<file path="config.mk">
export PLATFORM = sky130hd
export DESIGN_NAME = mul_div_unit_flat
export DESIGN_NICKNAME = d
export VERILOG_FILES = /design/src/rtl/mul_div_unit_pkg.sv /design/src/rtl/mul_div_unit_if.sv /design/src/rtl/mul_div_unit.sv /design/src/flat_wrapper.sv
export SDC_FILE = /design/constraint.sdc
export NUM_CORES = 1
export LEC_CHECK = 0
export CAP_MARGIN = 20
export CORE_ASPECT_RATIO = 0.6
export CORE_MARGIN = 4
export CORE_UTILIZATION = 30
export CTS_BUF_LIST = sky130_fd_sc_hd__clkbuf_16
export CTS_CLUSTER_SIZE = 25
export DETAILED_ROUTE_END_ITERATION = 16
export PLACE_DENSITY = 0.47
export SYNTH_ARGS = -nofsm -noshare
export SYNTH_HDL_FRONTEND = slang
export SYNTH_SLANG_ARGS = --single-unit
</file>
<file path="constraint.sdc">
create_clock -name clk -period 5.4 [get_ports clk]
set_clock_uncertainty 0.1 [all_clocks]
set_input_delay 1.62 -clock clk [delete_from_list [all_inputs] [get_ports clk]]
set_output_delay 1.62 -clock clk [all_outputs]
set_load 0.03 [all_outputs]
</file>
<file path="src/rtl/mul_div_unit_pkg.sv">
// Shared types and constants for the iterative RV32M multiply/divide unit.
//   XLEN        operand/result width; also the number of iteration steps
//   CNT_W       width of the iteration counter (must hold XLEN)
//   mdu_op_e    func3 encodings of the M extension
//   mdu_state_e control states of the unit
package mul_div_unit_pkg;

  localparam int unsigned XLEN  = 32;
  localparam int unsigned CNT_W = $clog2(XLEN + 1);

  typedef enum logic [2:0] {
    OP_MUL    = 3'b000,
    OP_MULH   = 3'b001,
    OP_MULHSU = 3'b010,
    OP_MULHU  = 3'b011,
    OP_DIV    = 3'b100,
    OP_DIVU   = 3'b101,
    OP_REM    = 3'b110,
    OP_REMU   = 3'b111
  } mdu_op_e;

  typedef enum logic [1:0] {
    IDLE = 2'd0,
    RUN  = 2'd1,
    DONE = 2'd2
  } mdu_state_e;

  // Divide/remainder ops all have func3[2] set.
  function automatic logic is_div(input mdu_op_e op);
    return op[2];
  endfunction

  // Absolute value of v when neg marks it as a negative signed operand.
  function automatic logic [XLEN-1:0] magnitude(input logic [XLEN-1:0] v, input logic neg);
    return neg ? XLEN'(-v) : v;
  endfunction

endpackage

</file>
<file path="src/rtl/mul_div_unit_if.sv">
// Request/response bundle between decode/control and the multiply/divide unit.
//   start_i  request strobe, sampled only while the unit is idle
//   func3_i  M-extension operation select
//   op_a_i   rs1 value (multiplicand / dividend)
//   op_b_i   rs2 value (multiplier / divisor)
//   busy_o   operation in flight (drives the stall logic)
//   done_o   one-cycle completion pulse
//   result_o result, held until the next accepted request
interface mul_div_unit_if;
  import mul_div_unit_pkg::*;

  logic            start_i;
  logic [2:0]      func3_i;
  logic [XLEN-1:0] op_a_i;
  logic [XLEN-1:0] op_b_i;
  logic            busy_o;
  logic            done_o;
  logic [XLEN-1:0] result_o;

  modport master (
    output start_i, func3_i, op_a_i, op_b_i,
    input  busy_o, done_o, result_o
  );

  modport slave (
    input  start_i, func3_i, op_a_i, op_b_i,
    output busy_o, done_o, result_o
  );

endinterface

</file>
<file path="src/rtl/mul_div_unit.sv">
// Iterative RV32M execute unit: shift-add multiply and restoring divide,
// one step per cycle over XLEN cycles, on operand magnitudes with the sign
// fix-up applied as the result is captured.
//   clk  system clock, rising edge
//   rst  asynchronous active-high reset
//   bus  slave side of mul_div_unit_if (start/func3/operands in,
//        busy/done/result out, all outputs registered)
module mul_div_unit
  import mul_div_unit_pkg::*;
(
  input logic           clk,
  input logic           rst,
  mul_div_unit_if.slave bus
);

  localparam logic [XLEN-1:0] INT_MIN = {1'b1, {(XLEN-1){1'b0}}};

  mdu_state_e        state_q, state_n;
  mdu_op_e           op_q, op_n;
  logic [2*XLEN-1:0] acc_q, acc_n;
  logic [XLEN-1:0]   opnd_q, opnd_n;
  logic [CNT_W-1:0]  cnt_q, cnt_n;
  logic              neg_main_q, neg_main_n;
  logic              neg_rem_q, neg_rem_n;
  logic              busy_q, busy_n;
  logic              done_q, done_n;
  logic [XLEN-1:0]   result_q, result_n;

  // Request decode
  mdu_op_e         req_op;
  logic            a_neg, b_neg;
  logic [XLEN-1:0] mag_a, mag_b;
  logic            div_by_zero, div_overflow;

  always_comb begin
    req_op       = mdu_op_e'(bus.func3_i);
    a_neg        = (req_op inside {OP_MUL, OP_MULH, OP_MULHSU, OP_DIV, OP_REM}) && bus.op_a_i[XLEN-1];
    b_neg        = (req_op inside {OP_MUL, OP_MULH, OP_DIV, OP_REM}) && bus.op_b_i[XLEN-1];
    mag_a        = magnitude(bus.op_a_i, a_neg);
    mag_b        = magnitude(bus.op_b_i, b_neg);
    div_by_zero  = is_div(req_op) && (bus.op_b_i == '0);
    div_overflow = (req_op inside {OP_DIV, OP_REM}) &&
                   (bus.op_a_i == INT_MIN) && (bus.op_b_i == '1);
  end

  // One iteration step. Multiply: acc = {partial_hi, multiplier}, add the
  // multiplicand into the high half when the low bit is set, then shift right.
  // Divide: acc = {remainder, dividend/quotient}, shift left, subtract the
  // divisor when it fits and shift a 1 into the quotient.
  logic [XLEN:0]     mul_sum;
  logic [2*XLEN-1:0] mul_next;
  logic [2*XLEN:0]   div_shift;
  logic [XLEN:0]     div_hi;
  logic [XLEN-1:0]   div_diff;
  logic [2*XLEN-1:0] div_next;
  logic [2*XLEN-1:0] step;

  always_comb begin
    mul_sum   = {1'b0, acc_q[2*XLEN-1:XLEN]} + {1'b0, opnd_q};
    mul_next  = acc_q[0] ? {mul_sum, acc_q[XLEN-1:1]} : {1'b0, acc_q[2*XLEN-1:1]};
    div_shift = {acc_q, 1'b0};
    div_hi    = div_shift[2*XLEN:XLEN];
    div_diff  = XLEN'(div_hi - {1'b0, opnd_q});
    div_next  = (div_hi >= {1'b0, opnd_q}) ? {div_diff, div_shift[XLEN-1:1], 1'b1}
                                           : div_shift[2*XLEN-1:0];
    step      = is_div(op_q) ? div_next : mul_next;
  end

  // Sign fix-up of the final step into the architectural result.
  logic [2*XLEN-1:0] prod_fix;
  logic [XLEN-1:0]   quo, rem, final_res;

  always_comb begin
    prod_fix = neg_main_q ? (2*XLEN)'(-step) : step;
    quo      = step[XLEN-1:0];
    rem      = step[2*XLEN-1:XLEN];
    case (op_q)
      OP_MUL:                        final_res = prod_fix[XLEN-1:0];
      OP_MULH, OP_MULHSU, OP_MULHU:  final_res = prod_fix[2*XLEN-1:XLEN];
      OP_DIV, OP_DIVU:               final_res = neg_main_q ? XLEN'(-quo) : quo;
      default:                       final_res = neg_rem_q ? XLEN'(-rem) : rem;
    endcase
  end

  // Next-state and registered-output logic
  always_comb begin
    state_n    = state_q;
    op_n       = op_q;
    acc_n      = acc_q;
    opnd_n     = opnd_q;
    cnt_n      = cnt_q;
    neg_main_n = neg_main_q;
    neg_rem_n  = neg_rem_q;
    busy_n     = busy_q;
    done_n     = 1'b0;
    result_n   = result_q;

    case (state_q)
      IDLE: begin
        busy_n = 1'b0;
        if (bus.start_i) begin
          busy_n     = 1'b1;
          op_n       = req_op;
          neg_main_n = a_neg ^ b_neg;
          neg_rem_n  = a_neg;
          if (div_by_zero) begin
            // Division by zero: all-ones quotient, remainder is the raw dividend.
            result_n = (req_op inside {OP_DIV, OP_DIVU}) ? '1 : bus.op_a_i;
            done_n   = 1'b1;
            state_n  = DONE;
          end else if (div_overflow) begin
            result_n = (req_op == OP_DIV) ? INT_MIN : '0;
            done_n   = 1'b1;
            state_n  = DONE;
          end else begin
            // Multiplicand/divisor stays in opnd; the other operand seeds acc.
            if (is_div(req_op)) begin
              acc_n  = {{XLEN{1'b0}}, mag_a};
              opnd_n = mag_b;
            end else begin
              acc_n  = {{XLEN{1'b0}}, mag_b};
              opnd_n = mag_a;
            end
            cnt_n   = CNT_W'(XLEN);
            state_n = RUN;
          end
        end
      end

      RUN: begin
        acc_n = step;
        cnt_n = cnt_q - CNT_W'(1);
        if (cnt_q == CNT_W'(1)) begin
          result_n = final_res;
          done_n   = 1'b1;
          state_n  = DONE;
        end
      end

      DONE: begin
        busy_n  = 1'b0;
        state_n = IDLE;
      end

      default: begin
        busy_n  = 1'b0;
        state_n = IDLE;
      end
    endcase
  end

  always_ff @(posedge clk or posedge rst) begin
    if (rst) begin
      state_q    <= IDLE;
      op_q       <= OP_MUL;
      acc_q      <= '0;
      opnd_q     <= '0;
      cnt_q      <= '0;
      neg_main_q <= 1'b0;
      neg_rem_q  <= 1'b0;
      busy_q     <= 1'b0;
      done_q     <= 1'b0;
      result_q   <= '0;
    end else begin
      state_q    <= state_n;
      op_q       <= op_n;
      acc_q      <= acc_n;
      opnd_q     <= opnd_n;
      cnt_q      <= cnt_n;
      neg_main_q <= neg_main_n;
      neg_rem_q  <= neg_rem_n;
      busy_q     <= busy_n;
      done_q     <= done_n;
      result_q   <= result_n;
    end
  end

  assign bus.busy_o   = busy_q;
  assign bus.done_o   = done_q;
  assign bus.result_o = result_q;

endmodule

</file>
<file path="src/flat_wrapper.sv">
// flat-port wrapper written by rule: the top's interface ports become plain ports
module mul_div_unit_flat import mul_div_unit_pkg::*;
  (clk, rst, bus_start_i, bus_func3_i, bus_op_a_i, bus_op_b_i, bus_busy_o, bus_done_o, bus_result_o);
  mul_div_unit_if bus_i ();
  input logic clk;
  input logic rst;
  input wire logic [$bits(bus_i.start_i)-1:0] bus_start_i;
  input wire logic [$bits(bus_i.func3_i)-1:0] bus_func3_i;
  input wire logic [$bits(bus_i.op_a_i)-1:0] bus_op_a_i;
  input wire logic [$bits(bus_i.op_b_i)-1:0] bus_op_b_i;
  output wire logic [$bits(bus_i.busy_o)-1:0] bus_busy_o;
  output wire logic [$bits(bus_i.done_o)-1:0] bus_done_o;
  output wire logic [$bits(bus_i.result_o)-1:0] bus_result_o;
  assign bus_i.start_i = bus_start_i;
  assign bus_i.func3_i = bus_func3_i;
  assign bus_i.op_a_i = bus_op_a_i;
  assign bus_i.op_b_i = bus_op_b_i;
  assign bus_busy_o = bus_i.busy_o;
  assign bus_done_o = bus_i.done_o;
  assign bus_result_o = bus_i.result_o;
  mul_div_unit u_core (.clk(clk), .rst(rst), .bus(bus_i));
endmodule
</file>
### Yosys cells after proc, flatten, opt, wreduce, memory -nomap -nowiden

Index checks and enable logic that the tools add are counted.

* $add $sub $neg: 8
* order comparisons: 1
* equality and inequality tests: 19
* mux-type cells: 38
* bitwise logic cells: 3
* reductions and logical operators: 21

Operators by type and width (number)
* 64-bit 2-to-1 mux: 7
* 32-bit 2-to-1 mux: 12
* 32-bit negator: 4
* 64-bit case mux with 2 select lines: 1
* 32-bit case mux with 3 select lines: 1
* 32-bit == test (second input constant): 2
* 64-bit negator: 1
* 32-bit case mux with 2 select lines: 1
* 32-bit by 32-bit adder with 33-bit output: 1
* 33-bit by 32-bit >= comparator with 1-bit output: 1
* 32-bit logical NOT: 1
* 32-bit subtractor: 1
* 6-bit 2-to-1 mux: 3
* 3-bit == test (second input constant): 5
* 6-bit case mux with 2 select lines: 1
* 4-bit AND reduction: 3
* 3-bit by 2-bit == test with 1-bit output (second input constant): 3
* 2-bit 2-to-1 mux: 4
* 3-bit by 1-bit == test with 1-bit output (second input constant): 2
* 6-bit by 1-bit == test with 1-bit output (second input constant): 1
* 3-bit logical NOT: 2
* 2-bit != test (second input constant): 3
* 2-bit nonzero test: 3
* 6-bit by 1-bit subtractor with 6-bit output (second input constant): 1
* 15 further kinds: 26

* bits in registers: 143
* input bits: 70
* output and inout port bits: 34
* word-level logic and storage cells: 100

### Logic depth before layout (Yosys ltp)

Gate-level depths: netlist of run 1.

* depth after elaboration: 9
* depth in mapped cells: 22
* gate-level depth less buffers: 20

### Worst setup path before layout of run 1

Ideal clock, no wire load.

* path type: input -> register
* start point: in bus_op_a_i[1]
* end point: reg u_core.result_q[17], in the netlist u_core.bus.result_o[17]
* library setup time: 128 ps
* data arrival time: 4644 ps
* required time: 5172 ps
* slack: 528 ps
* stages on the path: 17
* path buffers: 2
* path through: inv_1 -> ha_1 -> nand2_1 -> or3_1 -> nor2b_1 -> nor2b_1 -> nand2_1 -> nor3_1 -> a31oi_1 -> or3b_2 -> a21o_1 -> clkbuf_1 -> inv_1 -> clkbuf_1 -> nand2_1 -> o21ai_0 -> o31ai_1

* longest elaborated chain between the ends: 5

RTL lines
* start, declared: line flat_wrapper.sv:9 `input wire logic [$bits(bus_i.op_a_i)-1:0] bus_op_a_i;`
* 32-bit == test: line mul_div_unit.sv:43 `(bus.op_a_i == INT_MIN) && (bus.op_b_i == '1);`
* 1-bit logical AND: line mul_div_unit.sv:42 `div_overflow = (req_op inside {OP_DIV, OP_REM}) &&`
* 1-bit logical AND: line mul_div_unit.sv:43
* 3-bit by 1-bit != test with 1-bit output (no source line)
* 4-bit AND reduction (no source line)
* end signal, assigned: line mul_div_unit.sv:174 `result_q <= result_n;`
* end, declared: line mul_div_unit.sv:27 `logic [XLEN-1:0] result_q, result_n;`

Every way passes these cells.
A chain may end at the register's enable or synchronous reset.

### Final worst setup path of run 1

* start point: reg u_core.opnd_q[28]
* end point: reg u_core.result_q[29], in the netlist u_core.bus.result_o[29]

* longest elaborated chain between the ends: 8
* elaborated cells between the ends (all ways): 15
* classes of those cells: add/sub (5); order compare (1); mux (9)

RTL lines
* start, declared: line mul_div_unit.sv:21 `logic [XLEN-1:0] opnd_q, opnd_n;`
* start signal, assigned: line mul_div_unit.sv:168 `opnd_q <= opnd_n;`
* 32-bit by 32-bit adder with 33-bit output (tied with other cells): line mul_div_unit.sv:59 `mul_sum = {1'b0, acc_q[2*XLEN-1:XLEN]} + {1'b0, opnd_q};`
* 64-bit 2-to-1 mux, on equally long branches: line mul_div_unit.sv:60, mul_div_unit.sv:64
* 64-bit 2-to-1 mux (*): line mul_div_unit.sv:66 `step = is_div(op_q) ? div_next : mul_next;`
* 64-bit negator (tied with other cells): line mul_div_unit.sv:74 `prod_fix = neg_main_q ? (2*XLEN)'(-step) : step;`
* 64-bit 2-to-1 mux (tied with other cells): line mul_div_unit.sv:74
* 32-bit case mux with 3 select lines (*): line mul_div_unit.sv:77 `case (op_q)`
* 32-bit 2-to-1 mux (*): line mul_div_unit.sv:133 `if (cnt_q == CNT_W'(1)) begin`
* 32-bit case mux with 2 select lines (*): line mul_div_unit.sv:98 `case (state_q)`

Every way passes the cells marked *; elsewhere a longest branch is shown, timed or not. The select of a mux whose other input is x is not followed.

==> summary.txt, run 1 <==
Synthesis
  • Synth Flop Type: dfrtp_1
  • Synth area leaders: dfrtp_1, o21ai_0, a21oi_1
  • Synth Warn #: 0
  • Syn Inst Count: 2,252
  • Sequential area share after synthesis: 21.9%
  • Number of synthesized register bits: 143
  • Area leader, netlist: dfrtp_1
  • Post-synth EDFFs: 0
  • Commonest cells in the netlist: nand2_1, o21ai_0, a21oi_1
  • Synth Net Count: 2,395
  • Syn_area_per_cell: 7.25 sq um
  • Distinct cells, synth: 93
  • Most common cell in the netlist: nand2_1
  • Post-synth ARST share: 100%
  • Cell Area, Synth: 0.0163 sq mm
  • Post-synth top area share: 21.9%

Setup path
  • Worst Setup SP: u_core.opnd_q[28]
  • Critical-path cell list: inv_1 -> ha_1 -> and3_1 -> nand2_2 -> nor4b_4 -> o31ai_4 -> buf_4 -> buf_4 -> a311oi_1 -> a311oi_1 -> nor4_1 -> or4b_4 -> or4_1 -> buf_4 -> o21ai_0 -> xor2_1 -> a221o_1 -> a31oi_1
  • Worst path required time: 5680 ps
  • Worst Path Max Fanout: 11
  • Critical path startpoint category: flop
  • CP peak stage delay: 540 ps
  • R2r startpoint: u_core.opnd_q[28]
  • Crit end category: flop
  • Crit path buffers/inverters: 4
  • Most used cell, CP: buf_4
  • CP arrival: 5470 ps
  • CP Class: reg2reg
  • Family with the most delay on the worst path: simple AND/OR/NAND/NOR gates
  • Worst path slowest cell: or4b_4

Clocking
  • H-tree lvl count: 4
  • Root buffer cell: clkbuf_16
  • CTS Buf Count: 17
  • Clock Tree Buf Depth: 2
  • Worst-path clk slew: 70 ps
  • Clk sinks: 143
  • CTS tree: done
  • Skew-Pair Late Insertion Delay: 470 ps

STA
  • Setup violations, final: 0
  • Worst slew margin: 26.5%
  • Final Max Slew Viols: 0
  • RSZ-0062 raised after global routing: no
  • Fmax: 193 MHz
  • Crit path time final: 5190 ps
  • Final hold viol count: 0
  • Hold WS: 385 ps
  • Final Cycle Share: 96.0%
  • Worst Tran Pin Value: 1090 ps

Route
  • Routed Antenna Nets: 0
  • Via count: 19,400
  • Initial DRC Count: 2,515
  • Routed vias/inst: 5.83
  • Drt first pass iters: 6
  • Final WL: 84,300 um
  • Post-DR wirelength/cell: 25.3 um
  • Residual DRC count: 0

Global routing
  • Pin count of the biggest net entering global routing: 93
  • First-pass GRT wire length: 124,000 um
  • Gr usage total: 28.5%
  • Vias in the first global route: 18,400
  • Antenna violations before repair: 6
  • Grt total ovfl: 0

Die
  • Core Region: 0.0532 sq mm
  • Die Footprint: 0.0583 sq mm
  • Top Ports: 104
  • Die Height: 189 um
  • Starting Density: 30.7%
  • Die Wd: 309 um
  • FP Rows: 65

Worst hold path
  • Hold WC Path Type: reg2reg
  • HP Start: u_core.bus.busy_o

Placement
  • Placer Congestion: 0.990
  • Placement Cell Area: 0.0206 sq mm
  • IO buf count: 103
  • DP HPWL: 68,800 um
  • DP Cell Count: 3,295

Layout
  • Fin util: 40.1%
  • Final Cell Area: 0.0213 sq mm
  • Layout cells sized above 1: 18.3%
  • Area Growth Syn to Fin: 30.7%
  • Post-route insts no fill: 3,330
  • Nets: 2,756
  • Filler cells: 5,571

Job
  • Max Cap Violations: 0

Status
  • Run status: finished, final reports clean
registers in the layout (all words and copies together), names as in the netlist:
signal and count:
u_core.state_q 2, u_core.cnt_q 6, u_core.bus.done_o 1, u_core.neg_rem_q 1, u_core.bus.result_o 32, u_core.opnd_q 32
u_core.op_q 3, u_core.bus.busy_o 1, u_core.acc_q 64, u_core.neg_main_q 1
worst paths after layout:
check,end,slack [ps],depth (start not counted)
max in group asynchronous,u_core.neg_main_q,3070,3
worst min register to register,u_core.bus.busy_o,380,1
worst max-delay path,u_core.bus.result_o[29],210,18
min in group asynchronous,u_core.bus.done_o,1500,3
worst max register to register,u_core.bus.result_o[29],210,18
worst min-delay path,u_core.bus.busy_o,380,1
what timing repair did:
item                       in CTS  in global routing
hold buffers                    0                  0
pin swaps                       0                  2
setup buffers                   0                  1
setup endpoints to repair       3                 18
resized for setup               1                 10
cells in the final DEF, fill, tap and decap left out, types with 33 or more instances in the layout:
master and instances:
dfrtp_1 141, nor2_1 181, a31oi_1 33, xnor2_1 99, clkdlybuf4s50_1 102, mux2i_1 43, o31ai_1 35, buf_4 374
nand4_1 38, o21ai_0 253, nor3_1 61, inv_1 84, ha_1 71, a211oi_1 33, nand2_1 266, xor2_1 66
nand3_1 42, a21oi_1 208
cell families after synthesis:
family / Yosys count / synth area share (%)
adder cells (fa/ha/maj): 73 / 5.69
buffers and inverters: 227 / 5.54
AND/OR/NAND/NOR: 767 / 22.5
flip-flops: 143 / 21.9
XOR/XNOR: 165 / 8.86
multiplexers: 56 / 3.53
AO/OA/AOI/OAI: 821 / 31.9
cell type report:
| cell class | instances | area (sq um) | area share (%) |
|---|---|---|---|
| Sequential cell | 143 | 3580 | 16.8 |
| Timing Repair Buffer | 486 | 4020 | 18.9 |
| Tap cell | 703 | 880 | 4.12 |
| Clock buffer | 17 | 425 | 1.99 |
| Antenna cell | 1 | 2.50 | 0.0117 |
| Clock inverter | 15 | 194 | 0.909 |
| Inverter | 83 | 315 | 1.48 |
| Multi-Input combinational cell | 1882 | 11900 | 55.8 |
per-stage QoR:
| step | setup WS (ps) | setup TNS (ps) |
|---|---|---|
| 2_1_floorplan | 528 | 0 |
| 3_3_place_gp | -75.4 | -93.4 |
| 3_5_place_dp | -24.5 | -41.5 |
| 4_1_cts | 117 | 0 |
| 5_1_grt | 17.9 | 0 |
| 6_report | 214 | 0 |
metal layers:
metal  GRT usage [%]  vias to the layer above  share of wire [%]
li1                -                     9018                  -
met2            35.3                      919                 36
met1            44.7                     9381                 50
met4            5.82                        2                1.7
met5               0                        -              0.014
met3            11.1                       80                 13
Power of run 1 is left out: the tool's default activity adds up to more than one toggle a clock period on the data nets, which glitch-free logic cannot reach.
==> inputs of run 2 (changes only) <==
Settings changed: TNS_END_PERCENT set to 20.
==> results of run 2 <==
The final DEF is identical to that of run 1; final timing and power are the same.
Power of run 2 is left out for the same reason.
